===== src/rtl/switch_debouncer_pkg.sv =====
// Shared definitions for the switch debouncer: FSM states and default sizing.
package switch_debouncer_pkg;

  // Per-channel debounce FSM states.
  typedef enum logic {
    STABLE  = 1'b0,  // synchronized input matches the debounced output
    PENDING = 1'b1   // synchronized input differs; counting toward acceptance
  } state_t;

  // 10 ms at 50 MHz.
  localparam int unsigned DEFAULT_DEBOUNCE_CYCLES = 500000;
  // Wide enough for DEBOUNCE_CYCLES up to 2^24-1.
  localparam int unsigned DEFAULT_CNT_W = 24;

endpackage : switch_debouncer_pkg


===== src/rtl/debounce_channel.sv =====
// One debounce channel: two-flop synchronizer, STABLE/PENDING FSM with a
// saturating-free counter, registered debounced level and a one-cycle update
// strobe (combinational, high in the cycle whose closing edge updates the level).
module debounce_channel
  import switch_debouncer_pkg::*;
#(
  parameter int unsigned DEBOUNCE_CYCLES = DEFAULT_DEBOUNCE_CYCLES,
  parameter int unsigned CNT_W           = DEFAULT_CNT_W
) (
  input  logic clk,
  input  logic reset_n,
  input  logic i_raw,
  output logic o_level,
  output logic o_update
);

  // Counter value on which a persistent mismatch is accepted.
  localparam logic [CNT_W-1:0] CNT_LAST = CNT_W'(DEBOUNCE_CYCLES - 1);

  logic             r_sync1;
  logic             r_sync2;
  state_t           r_state;
  logic [CNT_W-1:0] r_cnt;
  logic             r_level;

  state_t           w_state_next;
  logic [CNT_W-1:0] w_cnt_next;
  logic             w_level_next;
  logic             w_update;

  // Two-flop synchronizer; r_sync2 is the channel's sync value.
  always_ff @(posedge clk or negedge reset_n) begin
    if (!reset_n) begin
      r_sync1 <= 1'b0;
      r_sync2 <= 1'b0;
    end else begin
      r_sync1 <= i_raw;
      r_sync2 <= r_sync1;
    end
  end

  // FSM state, counter and debounced level registers.
  always_ff @(posedge clk or negedge reset_n) begin
    if (!reset_n) begin
      r_state <= STABLE;
      r_cnt   <= '0;
      r_level <= 1'b0;
    end else begin
      r_state <= w_state_next;
      r_cnt   <= w_cnt_next;
      r_level <= w_level_next;
    end
  end

  // Next-state logic: the entry edge into PENDING does not count; the counter
  // stops at CNT_LAST, where the level is accepted, so it can never wrap.
  always_comb begin
    w_state_next = r_state;
    w_cnt_next   = r_cnt;
    w_level_next = r_level;
    w_update     = 1'b0;
    case (r_state)
      STABLE: begin
        w_cnt_next = '0;
        if (r_sync2 != r_level) begin
          w_state_next = PENDING;
        end
      end
      PENDING: begin
        if (r_sync2 == r_level) begin
          // Bounced back before acceptance: drop the count.
          w_cnt_next   = '0;
          w_state_next = STABLE;
        end else if (r_cnt == CNT_LAST) begin
          w_level_next = r_sync2;
          w_cnt_next   = '0;
          w_state_next = STABLE;
          w_update     = 1'b1;
        end else begin
          w_cnt_next = r_cnt + CNT_W'(1);
        end
      end
      default: begin
        w_cnt_next   = '0;
        w_state_next = STABLE;
      end
    endcase
  end

  assign o_level  = r_level;
  assign o_update = w_update;

endmodule : debounce_channel


===== src/rtl/switch_debouncer.sv =====
// Three independent switch debouncers feeding the adder, plus a registered
// "any output changed" pulse.
module switch_debouncer
  import switch_debouncer_pkg::*;
#(
  parameter int unsigned DEBOUNCE_CYCLES = DEFAULT_DEBOUNCE_CYCLES,
  parameter int unsigned CNT_W           = DEFAULT_CNT_W
) (
  input  logic clk,
  input  logic reset_n,
  input  logic raw_switch_0,
  input  logic raw_switch_1,
  input  logic raw_switch_2,
  output logic switch_0,
  output logic switch_1,
  output logic switch_2,
  output logic switch_changed
);

  logic [2:0] w_raw;
  logic [2:0] w_level;
  logic [2:0] w_update;
  logic       r_changed;

  assign w_raw = {raw_switch_2, raw_switch_1, raw_switch_0};

  generate
    for (genvar gi = 0; gi < 3; gi++) begin : g_chan
      debounce_channel #(
        .DEBOUNCE_CYCLES(DEBOUNCE_CYCLES),
        .CNT_W          (CNT_W)
      ) u_chan (
        .clk     (clk),
        .reset_n (reset_n),
        .i_raw   (w_raw[gi]),
        .o_level (w_level[gi]),
        .o_update(w_update[gi])
      );
    end
  endgenerate

  // Registered OR of the update strobes: one pulse coincident with the new levels.
  always_ff @(posedge clk or negedge reset_n) begin
    if (!reset_n) begin
      r_changed <= 1'b0;
    end else begin
      r_changed <= |w_update;
    end
  end

  assign switch_0       = w_level[0];
  assign switch_1       = w_level[1];
  assign switch_2       = w_level[2];
  assign switch_changed = r_changed;

endmodule : switch_debouncer


===== config.mk =====
export PLATFORM = sky130hd
export DESIGN_NAME = switch_debouncer
export DESIGN_NICKNAME = d
export VERILOG_FILES = /design/src/rtl/switch_debouncer_pkg.sv /design/src/rtl/debounce_channel.sv /design/src/rtl/switch_debouncer.sv
export SDC_FILE = /design/constraint.sdc
export NUM_CORES = 1
export LEC_CHECK = 0
export ABC_AREA = 1
export CAP_MARGIN = 20
export CORE_AREA = 10 10 99 101
export CTS_CLUSTER_DIAMETER = 60
export CTS_CLUSTER_SIZE = 20
export DETAILED_ROUTE_END_ITERATION = 10
export DIE_AREA = 0 0 109 111
export GPL_TIMING_DRIVEN = 0
export PLACE_DENSITY = 0.79
export SYNTH_ARGS = -nofsm -noshare
export SYNTH_HDL_FRONTEND = slang
export SYNTH_SLANG_ARGS = --single-unit

===== constraint.sdc =====
create_clock -name clk -period 1.8 [get_ports clk]
set_clock_uncertainty 0.15 [all_clocks]
set_input_delay 0.27 -clock clk [delete_from_list [all_inputs] [get_ports clk]]
set_output_delay 0.27 -clock clk [all_outputs]
set_load 0.02 [all_outputs]

=== Word level (Yosys, flattened, before mapping) ===
Index checks and enable logic that the tools add are counted.

* Register bits after elaboration: 85
* Input port bits: 5
* Output and inout port bits: 4

* $add $sub $neg: 3
* Equal/unequal tests: 9
* Multiplexer cells: 30
* Bitwise logic cells: 6
* Reduce and logical (&&, ||, !) cells: 4

{| class="wikitable"
|+ Operator list
! operator !! count
|-
| 24-bit two-way mux || 6
|-
| 24-bit case mux with 2 select lines || 3
|-
| 24-bit by 1-bit adder with 24-bit output, second input constant || 3
|-
| 24-bit by 19-bit == test with 1-bit output, second input constant || 3
|-
| 1-bit two-way mux || 18
|-
| 3-bit AND reduction || 3
|-
| 1-bit NOT || 6
|-
| 1-bit case mux with 2 select lines || 3
|-
| 1-bit == test || 3
|-
| 1-bit != test || 3
|-
| 3-bit OR reduction || 1
|}

=== Logic depth before layout (Yosys ltp) ===
Gate-level depths: netlist of run 1.

* Word-level depth: 5
* Depth in mapped cells: 11

=== Hierarchy ===
A second synthesis of run 1 with hierarchy kept.

* Cells, all modules: 703
* Area total of the unflattened synthesis: 4979.8 sq um

{| class="wikitable"
|+ Modules (own cells, without submodules)
! module !! instances !! cells an instance !! area an instance (sq um) !! sequential area each (sq um)
|-
| debounce_channel || 3 || 233 || 1647.8 || 700.7
|-
| switch_debouncer || 1 || 4 || 36.3 || 25.0
|}

=== Worst setup path after synthesis of run 1 ===
Ideal clock, no wire load.

* Path type: register to register
* From: reg g_chan[0].u_chan.r_cnt[0]
* To: reg g_chan[0].u_chan.r_cnt[13]
* Setup time: 86 ps
* Data arrival time: 1280 ps
* Data required time: 1564 ps
* Path slack: 284 ps
* Stages on the path, launching flop included: 9
* Path through: dfrtp_1 > ha_1 > nand2_1 > nor2_4 > and2_4 > nand3_2 > nand2_2 > buf_6 > nor3_1

* Longest elaborated chain between the ends: 4

{| class="wikitable"
|+ RTL lines
! element !! RTL line !! RTL
|-
| from (decl) || debounce_channel.sv:23 || <nowiki>logic [CNT_W-1:0] r_cnt;</nowiki>
|-
| from (signal assigned) || debounce_channel.sv:50 || <nowiki>r_cnt <= w_cnt_next;</nowiki>
|-
| 24-bit by 1-bit adder with 24-bit output / 24-bit by 19-bit == test with 1-bit output (equally long branches) || debounce_channel.sv:80, debounce_channel.sv:74 ||
|-
| 24-bit two-way mux (*) || debounce_channel.sv:74 || <nowiki>end else if (r_cnt == CNT_LAST) begin</nowiki>
|-
| 24-bit two-way mux (*) || debounce_channel.sv:70 || <nowiki>if (r_sync2 == r_level) begin</nowiki>
|-
| 24-bit case mux with 2 select lines (*) || debounce_channel.sv:62 || <nowiki>case (r_state)</nowiki>
|-
| via g_chan[0].u_chan.w_cnt_next[13] || debounce_channel.sv:27 || <nowiki>logic [CNT_W-1:0] w_cnt_next;</nowiki>
|}

Mark *: on every way through the listed nets, which the timed path passes. The rest lies on a longest branch.
A chain may end at the register's enable or synchronous reset.

=== Worst setup path in the final report of run 1 ===
* From: reg r_changed, in the netlist switch_changed
* To: out switch_changed

{| class="wikitable"
|+ RTL lines
! element !! RTL line !! RTL
|-
| from (decl) || switch_debouncer.sv:23 || <nowiki>logic r_changed;</nowiki>
|-
| from (signal assigned) || switch_debouncer.sv:47 || <nowiki>r_changed <= |w_update;</nowiki>
|-
| to (decl) || switch_debouncer.sv:17 || <nowiki>output logic switch_changed</nowiki>
|}

No word-level cell between the ends.

==> reports/results.txt, run 1 <==
Setup repair after global routing missed its margin: yes
Comb pwr share: 0.039
Worst Max-Slew Pin Slew: 0.319 ns
Share of the yosys chip area belonging to registers: 0.438
Type of element launching the critical path: flop
Number of antenna violations at the first check in global routing: 0
Total of buffers placed on input and output ports: 8
Post-synthesis compound-gate area fraction: 0.0201
Clock group share of total power: 0.400
Worst ir drop on vdd: 402 µV
Relative slew margins: 0.788
Leading cell types by total area after synthesis: dfrtp_1, nor2_1, nand2_1, inv_1, nand3_1
Warnings, synthesis: 0
Number of distinct standard cells referenced by the synthesized netlist: 28
Int Power: 2680 µW
Flip-flop and latch count after synthesis: 85
Maximum number of buffers from clock root to sink: 2
Via count of the first global-routing pass: 4221
Hold Crit Class: input pin to asynchronous set/reset pin
Final setup margin: 0.0667 ns
Clk sink count: 85
Drc violations: 0
Cell Rows: 33
Number of pins exceeding their max-slew limit in the final report: 0
Cell accounting for the most synthesized area: dfrtp_1
I/O pins: 9
Std-Cell Core Area: 0.00797 mm²
Largest net degree at the start of global routing: 64
Vias after detailed routing: 4233
Effective utilization at floorplan: 0.609
Leakage Power: 0.00237 µW
Synthesized-area fraction occupied by xor and xnor cells: 0.0325
Net switching power of the design: 766 µW
GRT Resource Usage Total: 0.183
Status: completed
Post-layout instance count excluding filler cells: 820
Number of enable flip-flop cells after synthesis: 0
Post-DR vias/cell: 5.16
CP Max Fanout: 1
Signal arrival time at the worst endpoint: 1.31 ns
Syn_area_per_cell: 7.10 µm²
Half-perimeter wire length after detailed placement: 7560 µm
Number of design-rule violations left by the first detailed-router iteration: 227
Routed wirelength normalized by instance count: 12.6 µm
DR pass1 iterations: 5
Overall die area: 0.0121 mm²
Buf+Inv Stages, Crit Path: 1
Die Wd: 109 µm
Top-area cell type share of the netlist area: 0.438
Overflow left after global routing: 0
Antenna Nets Post-Route: 0
Source-to-sink clock delay at the later pin of the worst-skew pair: 0.35 ns
Share of the clock period used by the worst path after layout: 0.963
Max H-tree Level: 3
Delay of the slowest cell on the worst path: 0.61 ns
Share of post-route cells with drive strength above 1: 0.123
Worst Setup End Kind: output port
Simple logic cell fraction of the synthesized area: 0.428
Series of cell instances along the critical path: clkdlybuf4s50_1
Cell Area, Synth: 0.00486 mm²
Main combinational cell family by area after synthesis: simple AND/OR/NAND/NOR gates
Dpl cells: 798
Start-to-end type of the worst setup path: flop to output port
Gp weighted congestion: 0.881
Cell class contributing the biggest share of worst-path delay: buffers and inverters
Switching share of power: 0.222
Clock tree from TritonCTS: done
Root buffer selected by CTS: clkbuf_8
Share of cell area taken by muxes after synthesis: 0
Setup TNS Final: 0 ns
Final layout net count: 719
Place WS: 0.0399 ns
Wire length of the first global-routing pass: 18500 µm
CTS buffer count: 9
Total of endpoints with negative setup slack in the final report: 0
Layout area overhead: 11.0%
Most common cell after layout, fill and taps aside: nor2_1
Clock slew seen by the registers of the worst setup and hold paths: 0.08 ns
Max frequency: 0.577 GHz
Cell with the biggest individual delay on the critical path: clkdlybuf4s50_1
Most used cells in the layout excluding fill and tap cells: nor2_1, nand2_1, dfrtp_1
Part of the total power dissipated in sequential elements: 0.561
Gate Count Post-Synth: 684
Antenna cell count: 0
Worst hold-check slack: 0.198 ns
Max_cap viols: 0
Proportion of synthesized flip-flops having asynchronous set or reset: 1.00
Post-route minimum period: 1.73 ns
Hold Violations, Final: 0
Wirelength, routed: 10300 µm
Adder and majority cell fraction of the synthesized area: 0.00773
Most used flip-flop cell after synthesis: dfrtp_1
PwrDens: 640 mW/mm²
Net count of the mapped netlist: 692
Total placed instance area: 0.00509 mm²
Y dimension of the die: 111 µm
Post-layout instance area: 0.00539 mm²
Worst endpoint required time: 1.38 ns
path summary, 6_finish.rpt:
kind	from	end	slack [ns]	depth (start not counted)
setup / recovery	switch_changed	switch_changed	0.07	1
max in group asynchronous	reset_n	g_chan[1].u_chan.r_cnt[10]	0.71	3
min in group clk	raw_switch_1	g_chan[1].u_chan.r_sync1	0.20	1
hold reg to reg	g_chan[0].u_chan.r_sync1	g_chan[0].u_chan.r_sync2	0.21	0
hold / removal	reset_n	g_chan[2].u_chan.r_cnt[11]	0.20	2
setup reg to reg	g_chan[1].u_chan.r_cnt[11]	g_chan[1].u_chan.r_cnt[22]	0.10	7
cell usage after synthesis (2+ instances only):
library cell,number
nor2_1,179
xnor2_1,4
inv_2,5
dfrtp_1,85
nand2_1,166
buf_6,3
a31oi_1,2
nand3_2,4
nor2_2,16
inv_1,79
nor2_4,10
nor3_1,24
o21ai_0,7
xor2_1,14
ha_1,3
o21ai_1,2
nand4_1,11
nand2_2,13
a21oi_1,8
nand3_1,41
sequential cells by signal, summed over array words and instances, names as in the netlist:
| signal | flops |
|---|---|
| g_chan.u_chan.r_state | 3 |
| g_chan.u_chan.r_sync1 | 3 |
| switch_changed | 1 |
| g_chan.u_chan.o_level | 3 |
| g_chan.u_chan.r_sync2 | 3 |
| g_chan.u_chan.r_cnt | 72 |
stage by stage:
step | power, µW | util
final | 3450 | 0.676
after global routing | 3580 | 0.676
after CTS | 3470 | 0.665
after detailed placement | 2100 | 0.639
after global placement | 2090 | 0.636
after floorplan | 2030 | -
per-layer routing:
metal,track usage,routed length (µm),vias to the layer above
li1,-,-,2154
met1,0.236,4600,1955
met2,0.301,5120,108
met3,0.0250,390,16
met4,0.0677,197,0
met5,0,0,-
cell type report:
cell class / count / area [µm²]
plain buffers: 4 / 41.3
multi-input cells: 511 / 2420
clock inverters: 3 / 43.8
clock buffers: 12 / 155
flip-flops and latches: 85 / 2130
fillers: 682 / 2580
well taps: 105 / 131
repair buffers: 16 / 156
inverters: 84 / 315
cell families after synthesis:
logic type / Yosys count
DFF: 85
AOI/OAI and AO/OA: 19
xor gates and xnor gates: 18
and+or+nand+nor: 471
buffers and inverters: 88
adders and majority gates: 3
power groups by stage:
| stage | Clock, µW | Sequential (µW) | Combinational (µW) |
|---|---|---|---|
| floorplan | 0 | 1970 | 58.2 |
| global placement | 0 | 1970 | 119 |
| detailed placement | 0 | 1970 | 130 |
| CTS | 1400 | 1930 | 131 |
| global route | 1490 | 1940 | 154 |
| finish | 1380 | 1930 | 133 |
timing repair:
action                                  in CTS  in global routing
resized for setup                            3                 14
endpoints found under the setup margin       3                 42
hold endpoints to repair                    22                  0
hold buffers                                 1                  0
buffers inserted                             0                  6
pin swaps                                    0                  3
No activity file was read; power rests on OpenSTA's default activity.
==> run 2: changes to the inputs <==
--- a/config.mk
+++ b/config.mk
@@ -7,13 +7,13 @@
 export LEC_CHECK = 0
 export ABC_AREA = 1
 export CAP_MARGIN = 20
-export CORE_AREA = 10 10 99 101
+export CORE_AREA = 10 10 104 106
 export CTS_CLUSTER_DIAMETER = 60
 export CTS_CLUSTER_SIZE = 20
 export DETAILED_ROUTE_END_ITERATION = 10
-export DIE_AREA = 0 0 109 111
+export DIE_AREA = 0 0 114 116
 export GPL_TIMING_DRIVEN = 0
-export PLACE_DENSITY = 0.79
+export PLACE_DENSITY = 0.75
 export SYNTH_ARGS = -nofsm -noshare
 export SYNTH_HDL_FRONTEND = slang
 export SYNTH_SLANG_ARGS = --single-unit
==> constraint.sdc (replaced) <==
create_clock -name clk -period 1.5 [get_ports clk]
set_clock_uncertainty 0.15 [all_clocks]
set_input_delay 0.225 -clock clk [delete_from_list [all_inputs] [get_ports clk]]
set_output_delay 0.225 -clock clk [all_outputs]
set_load 0.02 [all_outputs]
==> reports/results.txt, run 2 (synthesized netlist as in run 1, its figures left out) <==
Status: complete, but fails checks (was completed)
Violations in the final reports: negative setup slack
Setup TNS Final: -9.36 ns (was 0 ns)
Source-to-sink clock delay at the later pin of the worst-skew pair: 0.35 ns (about the same)
Leakage Power: 0.00271 µW (was 0.00237 µW)
Half-perimeter wire length after detailed placement: 7520 µm (was 7560 µm)
Total of endpoints with negative setup slack in the final report: 74 (was 0)
CP Max Fanout: 5 (was 1)
GRT Resource Usage Total: 0.181 (was 0.183)
Via count of the first global-routing pass: 4402 (was 4221)
Hold Crit Class: input pin to flop (was input pin to asynchronous set/reset pin)
Number of antenna violations at the first check in global routing: 0 (unchanged)
CTS buffer count: 9 (unchanged)
Area taken by flip-flops and latches: 0.00214 mm² (was 0.00213 mm²)
Largest net degree at the start of global routing: 53 (was 64)
Total of buffers placed on input and output ports: 8 (unchanged)
Relative slew margins: 0.681 (was 0.788)
Wirelength, routed: 12500 µm (was 10300 µm)
Start-to-end type of the worst setup path: flop to flop (was flop to output port)
Effective utilization at floorplan: 0.560 (was 0.609)
Layout area overhead: 30.3% (was 11.0%)
Most used cells in the layout excluding fill and tap cells: nand2_1, nor2_1, dfrtp_1 (was nor2_1, nand2_1, dfrtp_1)
Post-DR vias/cell: 5.36 (was 5.16)
Worst ir drop on vdd: 666 µV (was 402 µV)
Cell with the biggest individual delay on the critical path: dfrtp_1 (was clkdlybuf4s50_1)
Cell class contributing the biggest share of worst-path delay: simple AND/OR/NAND/NOR gates (was buffers and inverters)
Wire length of the first global-routing pass: 19900 µm (was 18500 µm)
Clk sink count: 85 (unchanged)
Maximum number of buffers from clock root to sink: 2 (unchanged)
Vias after detailed routing: 4613 (was 4233)
Most common cell after layout, fill and taps aside: nand2_1 (was nor2_1)
Overall die area: 0.0132 mm² (was 0.0121 mm²)
Routed wirelength normalized by instance count: 14.6 µm (was 12.6 µm)
Number of pins exceeding their max-slew limit in the final report: 0 (unchanged)
Most numerous cell on the critical path: nor2_4
Most flops, register: g_chan.u_chan.r_cnt (unchanged)
Setup repair after global routing missed its margin: yes (unchanged)
I/O pins: 9 (unchanged)
Hold Violations, Final: 0 (unchanged)
Share of the clock period used by the worst path after layout: 1.14
Stages on worst setup path: 9 (was 1)
Root buffer selected by CTS: clkbuf_8 (unchanged)
PwrDens: 674 mW/mm² (was 640 mW/mm²)
Antenna cell count: 0 (unchanged)
Fillers: 643 (was 682)
Worst Setup End Kind: flop (was output port)
Worst endpoint required time: 1.60 ns (was 1.38 ns)
Number of flip-flops in the largest register: 72 (unchanged)
Buf+Inv Stages, Crit Path: 1 (unchanged)
Std-Cell Core Area: 0.00868 mm² (was 0.00797 mm²)
Share of post-route cells with drive strength above 1: 0.320 (was 0.123)
Number of design-rule violations left by the first detailed-router iteration: 312 (was 227)
Series of cell instances along the critical path: ha_2 > nand2_4 > nor2_4 > buf_6 > nand3_4 > nor2_4 > nor2_4 > nand2_1 > nor2_1 (was clkdlybuf4s50_1)
Multi-input combinational cell area: 0.00296 mm² (was 0.00242 mm²)
Post-route minimum period: 1.72 ns
Delay of the slowest cell on the worst path: 0.36 ns (was 0.61 ns)
Gp weighted congestion: 0.951 (was 0.881)
DR pass1 iterations: 5 (unchanged)
Worst Max-Slew Pin Slew: 0.478 ns (was 0.319 ns)
Core occupancy in the finished layout: 0.729 (was 0.676)
Antenna Nets Post-Route: 0 (unchanged)
Drc violations: 0 (unchanged)
Max frequency: 0.583 GHz
Final layout net count: 755 (was 719)
Clock tree from TritonCTS: done (unchanged)
Overflow left after global routing: 0 (unchanged)
Max_cap viols: 0 (unchanged)
Signal arrival time at the worst endpoint: 1.82 ns (was 1.31 ns)
Worst hold path cell count: 1
Clock slew seen by the registers of the worst setup and hold paths: 0.09 ns (was 0.08 ns)
Type of element launching the critical path: flop (unchanged)
Y dimension of the die: 116 µm (was 111 µm)
Number of cells on the worst reg-to-reg path: 9 (was 7)
Cell Rows: 34 (was 33)
Die Wd: 114 µm (was 109 µm)
Max H-tree Level: 3 (unchanged)
Final setup margin: -0.216 ns (was 0.0667 ns)
run 2: cell count changes in the layout (fill, tap and decap cells not counted), sizes merged:
cell / delta
clkinvlp: +2
buf: +33
clkinv: +2
nor2: +1
clkdlybuf4s50: -1
clkbuf: +1
dlygate4sd2: -1
run 2: what timing repair did:
item                                    CTS  global route
endpoints found under the hold margin    33             0
gates cloned                              5             1
hold buffers                              1             0
pin swaps                                22            32
resized for setup                        93           110
endpoints found under the setup margin   78            80
setup buffers                            19            20
run 2: report_power, final:
part | internal [µW] | switching [µW] | total (µW)
Sequential | 2310 | 13.1 | 2320
Combinational | 111 | 163 | 274
Clock | 813 | 852 | 1660
run 2: layout make-up:
cell class                      instances  area share
Inverter                               84      0.0518
Multi-Input combinational cell        512       0.469
Clock inverter                          6     0.00969
Clock buffer                           10      0.0218
Timing Repair Buffer                   51      0.0809
Sequential cell                        85       0.338
Timing Repair inverter                  1     0.00119
Buffer                                  3     0.00653
Tap cell                              108      0.0214
run 2: path summary, 6_finish.rpt:
kind,to,slack (ns),start
hold reg to reg,g_chan[1].u_chan.r_sync2,0.21,g_chan[1].u_chan.r_sync1
setup reg to reg,g_chan[0].u_chan.r_cnt[17],-0.22,g_chan[0].u_chan.r_cnt[1]
setup / recovery,g_chan[0].u_chan.r_cnt[17],-0.22,g_chan[0].u_chan.r_cnt[1]
max in group asynchronous,g_chan[1].u_chan.r_cnt[11],0.35,reset_n
hold / removal,g_chan[0].u_chan.r_sync1,0.16,raw_switch_0
min in group asynchronous,g_chan[2].u_chan.r_cnt[12],0.22,reset_n
run 2: routing by layer:
metal  part of all wire  track usage  up-vias  wire length [µm]
met5                  0            0        -                 0
met4              0.029       0.0744        0               369
met3              0.044       0.0238       40               552
met2               0.50        0.308      130              6280
met1               0.42        0.226     2198              5330
li1                   -            -     2245                 -
run 2: stage by stage:
step | instances | total power (µW) | instance area (µm²) | hold slack (ns) | worst slack (ns)
floorplan | 684 | 2430 | 4860 | -0.221 | 0.00229
global placement | 800 | 2510 | 5080 | 0.185 | -3.03
detailed placement | 801 | 2520 | 5100 | 0.0595 | -0.236
CTS | 842 | 4230 | 5820 | 0.161 | -0.160
global route | 860 | 4400 | 6330 | 0.164 | -0.313
finish | 860 | 4260 | 6330 | 0.161 | -0.216
==> run 3: changes to the inputs <==
--- a/config.mk
+++ b/config.mk
@@ -7,13 +7,13 @@
 export LEC_CHECK = 0
 export ABC_AREA = 1
 export CAP_MARGIN = 20
-export CORE_AREA = 10 10 104 106
+export CORE_AREA = 10 10 105 107
 export CTS_CLUSTER_DIAMETER = 60
 export CTS_CLUSTER_SIZE = 20
 export DETAILED_ROUTE_END_ITERATION = 10
-export DIE_AREA = 0 0 114 116
+export DIE_AREA = 0 0 115 117
 export GPL_TIMING_DRIVEN = 0
-export PLACE_DENSITY = 0.75
+export PLACE_DENSITY = 0.74
 export SYNTH_ARGS = -nofsm -noshare
 export SYNTH_HDL_FRONTEND = slang
 export SYNTH_SLANG_ARGS = --single-unit
==> reports/results.txt, run 3 (synthesized netlist as in run 1, its figures left out) <==
Wirelength, routed: 13000 µm (was 12500 µm)
Most used cells in the layout excluding fill and tap cells: nor2_1, nand2_1, inv_1 (was nand2_1, nor2_1, dfrtp_1)
Relative slew margins: 0.765 (was 0.681)
Clock tree from TritonCTS: done (unchanged)
Violations in the final reports: negative setup slack (unchanged)
Max_cap viols: 0 (unchanged)
DR pass1 iterations: 7 (was 5)
Total of buffers placed on input and output ports: 8 (unchanged)
Maximum number of buffers from clock root to sink: 2 (unchanged)
Final setup margin: -0.183 ns (was -0.216 ns)
Post-route minimum period: 1.68 ns (was 1.72 ns)
Layout area overhead: 30.4% (was 30.3%)
Dpl cells: 804 (was 801)
Worst Setup End Kind: flop (unchanged)
Final layout net count: 761 (was 755)
Post-DR vias/cell: 5.39 (was 5.36)
Antenna cell count: 0 (unchanged)
Share of post-route cells with drive strength above 1: 0.321 (was 0.320)
Start-to-end type of the worst setup path: flop to flop (unchanged)
Overall die area: 0.0135 mm² (was 0.0132 mm²)
Most flops, register: g_chan.u_chan.r_cnt (unchanged)
Worst Max-Slew Pin Slew: 0.353 ns (was 0.478 ns)
Cell Rows: 35 (was 34)
Post-layout instance count excluding filler cells: 869 (was 860)
Signal arrival time at the worst endpoint: 1.79 ns (was 1.82 ns)
Number of design-rule violations left by the first detailed-router iteration: 338 (was 312)
Y dimension of the die: 117 µm (was 116 µm)
Clock slew seen by the registers of the worst setup and hold paths: 0.09 ns (about the same)
Wire length of the first global-routing pass: 20200 µm (was 19900 µm)
Worst endpoint required time: 1.60 ns (about the same)
CTS buffer count: 9 (unchanged)
Number of flip-flops in the largest register: 72 (unchanged)
Launch instance of the worst register-to-register path: g_chan[0].u_chan.r_cnt[1] (unchanged)
Share of the clock period used by the worst path after layout: 1.12 (was 1.14)
Antenna Nets Post-Route: 0 (unchanged)
Leakage Power: 0.00271 µW (about the same)
Hold Violations, Final: 0 (unchanged)
Clk sink count: 85 (unchanged)
CP Max Fanout: 5 (unchanged)
R2R Setup Slk: -0.18 ns (was -0.22 ns)
Gp weighted congestion: 0.913 (was 0.951)
Status: complete, but fails checks (unchanged)
Number of antenna violations at the first check in global routing: 0 (unchanged)
Max H-tree Level: 3 (unchanged)
Via count of the first global-routing pass: 4429 (was 4402)
Total placed instance area: 0.00510 mm² (about the same)
Max frequency: 0.594 GHz (was 0.583 GHz)
Setup repair after global routing missed its margin: yes (unchanged)
Half-perimeter wire length after detailed placement: 7300 µm (was 7520 µm)
Routed wirelength normalized by instance count: 15.0 µm (was 14.6 µm)
I/O pins: 9 (unchanged)
Die Wd: 115 µm (was 114 µm)
Worst ir drop on vdd: 387 µV (was 666 µV)
Capture point of the worst reg-to-reg path: g_chan[0].u_chan.r_cnt[11] (was g_chan[0].u_chan.r_cnt[17])
Setup TNS Final: -7.69 ns (was -9.36 ns)
Hold Crit Class: input pin to asynchronous set/reset pin (was input pin to flop)
Type of element launching the critical path: flop (unchanged)
Overflow left after global routing: 0 (unchanged)
Source-to-sink clock delay at the later pin of the worst-skew pair: 0.36 ns (was 0.35 ns)
Std-Cell Core Area: 0.00902 mm² (was 0.00868 mm²)
Vias after detailed routing: 4683 (was 4613)
Most common cell after layout, fill and taps aside: nor2_1 (was nand2_1)
PwrDens: 723 mW/mm² (was 674 mW/mm²)
Number of cells on the worst reg-to-reg path: 8 (was 9)
Effective utilization at floorplan: 0.538 (was 0.560)
GRT Resource Usage Total: 0.183 (was 0.181)
Number of pins exceeding their max-slew limit in the final report: 0 (unchanged)
Total of endpoints with negative setup slack in the final report: 75 (was 74)
Post-layout instance area: 0.00633 mm² (about the same)
Drc violations: 0 (unchanged)
Largest net degree at the start of global routing: 72 (was 53)
Root buffer selected by CTS: clkbuf_8 (unchanged)
==> run 3: changes by cell type in the layout (fill, tap and decap cells not counted), moves of 3 or more <==
cell     before  now
nand2_2      28   34
buf_4        24   40
nor2_4       33   29
nand3_1      34   29
nor2_1      132  138
buf_6        16    8
nand3_2       7   12
nand2_4      11    8
nand2_1     139  136
==> run 3: what timing repair did <==
action / 4_1_cts / 5_1_grt
hold buffers: 1 / 0
resized for setup: 100 / 85
pin swaps: 28 / 31
buffers inserted: 24 / 19
gates cloned: 5 / 0
hold endpoints to repair: 85 / 0
endpoints found under the setup margin: 76 / 81
==> run 3: critical path, cell delays in order (launching register included) <==
cell and delay [ns]:
dfrtp_1 0.41, ha_4 0.17, nand2_4 0.07, nor2_4 0.19
and2_4 0.19, nand3_4 0.10, nand2_8 0.11, buf_8 0.14
nor3_2 0.04
==> run 3: per-stage QoR <==
| stage | hold WS, ns | util | setup WS, ns | total power, µW |
|---|---|---|---|---|
| floorplan | -0.221 | - | 0.00229 | 2430 |
| global placement | 0.184 | 0.563 | -2.98 | 2510 |
| detailed placement | -0.0451 | 0.566 | -0.213 | 2520 |
| CTS | 0.113 | 0.655 | -0.124 | 4560 |
| global route | 0.129 | 0.702 | -0.242 | 4730 |
| finish | 0.103 | 0.702 | -0.183 | 4580 |
==> run 3: area by class of cell <==
class                           instances  area, µm²
Clock inverter                          4       95.1
Multi-Input combinational cell        512       2940
Buffer                                  4       48.8
Tap cell                              111        139
Clock buffer                           12        145
Timing Repair Buffer                   56        495
Timing Repair inverter                  1       6.26
Inverter                               84        323
Fill cell                             638       2690
Sequential cell                        85       2140
==> run 3: report_power, final <==
part / total, µW / switching, µW / internal, µW
combinational: 249 / 149 / 99.8
sequential: 2320 / 15.4 / 2310
clock: 2000 / 853 / 1150
total: 4580 / 1020 / 3560
==> run 3: worst max path at each step <==
stage                                      end  cells after the start                       from
floorplan           g_chan[2].u_chan.r_cnt[16]                     11  g_chan[2].u_chan.r_cnt[0]
global placement    g_chan[1].u_chan.r_cnt[19]                      1                    reset_n
detailed placement  g_chan[1].u_chan.r_cnt[22]                     10  g_chan[1].u_chan.r_cnt[0]
CTS                  g_chan[2].u_chan.r_cnt[9]                     11  g_chan[2].u_chan.r_cnt[1]
global route          g_chan[0].u_chan.o_level                      8  g_chan[0].u_chan.r_cnt[1]
finish              g_chan[0].u_chan.r_cnt[11]                      8  g_chan[0].u_chan.r_cnt[1]
==> run 3: routing by layer <==
layer  routed length [µm]  track usage
met4                  381       0.0759
met5                    0            0
met3                  697       0.0270
met2                 6610        0.311
met1                 5350        0.226
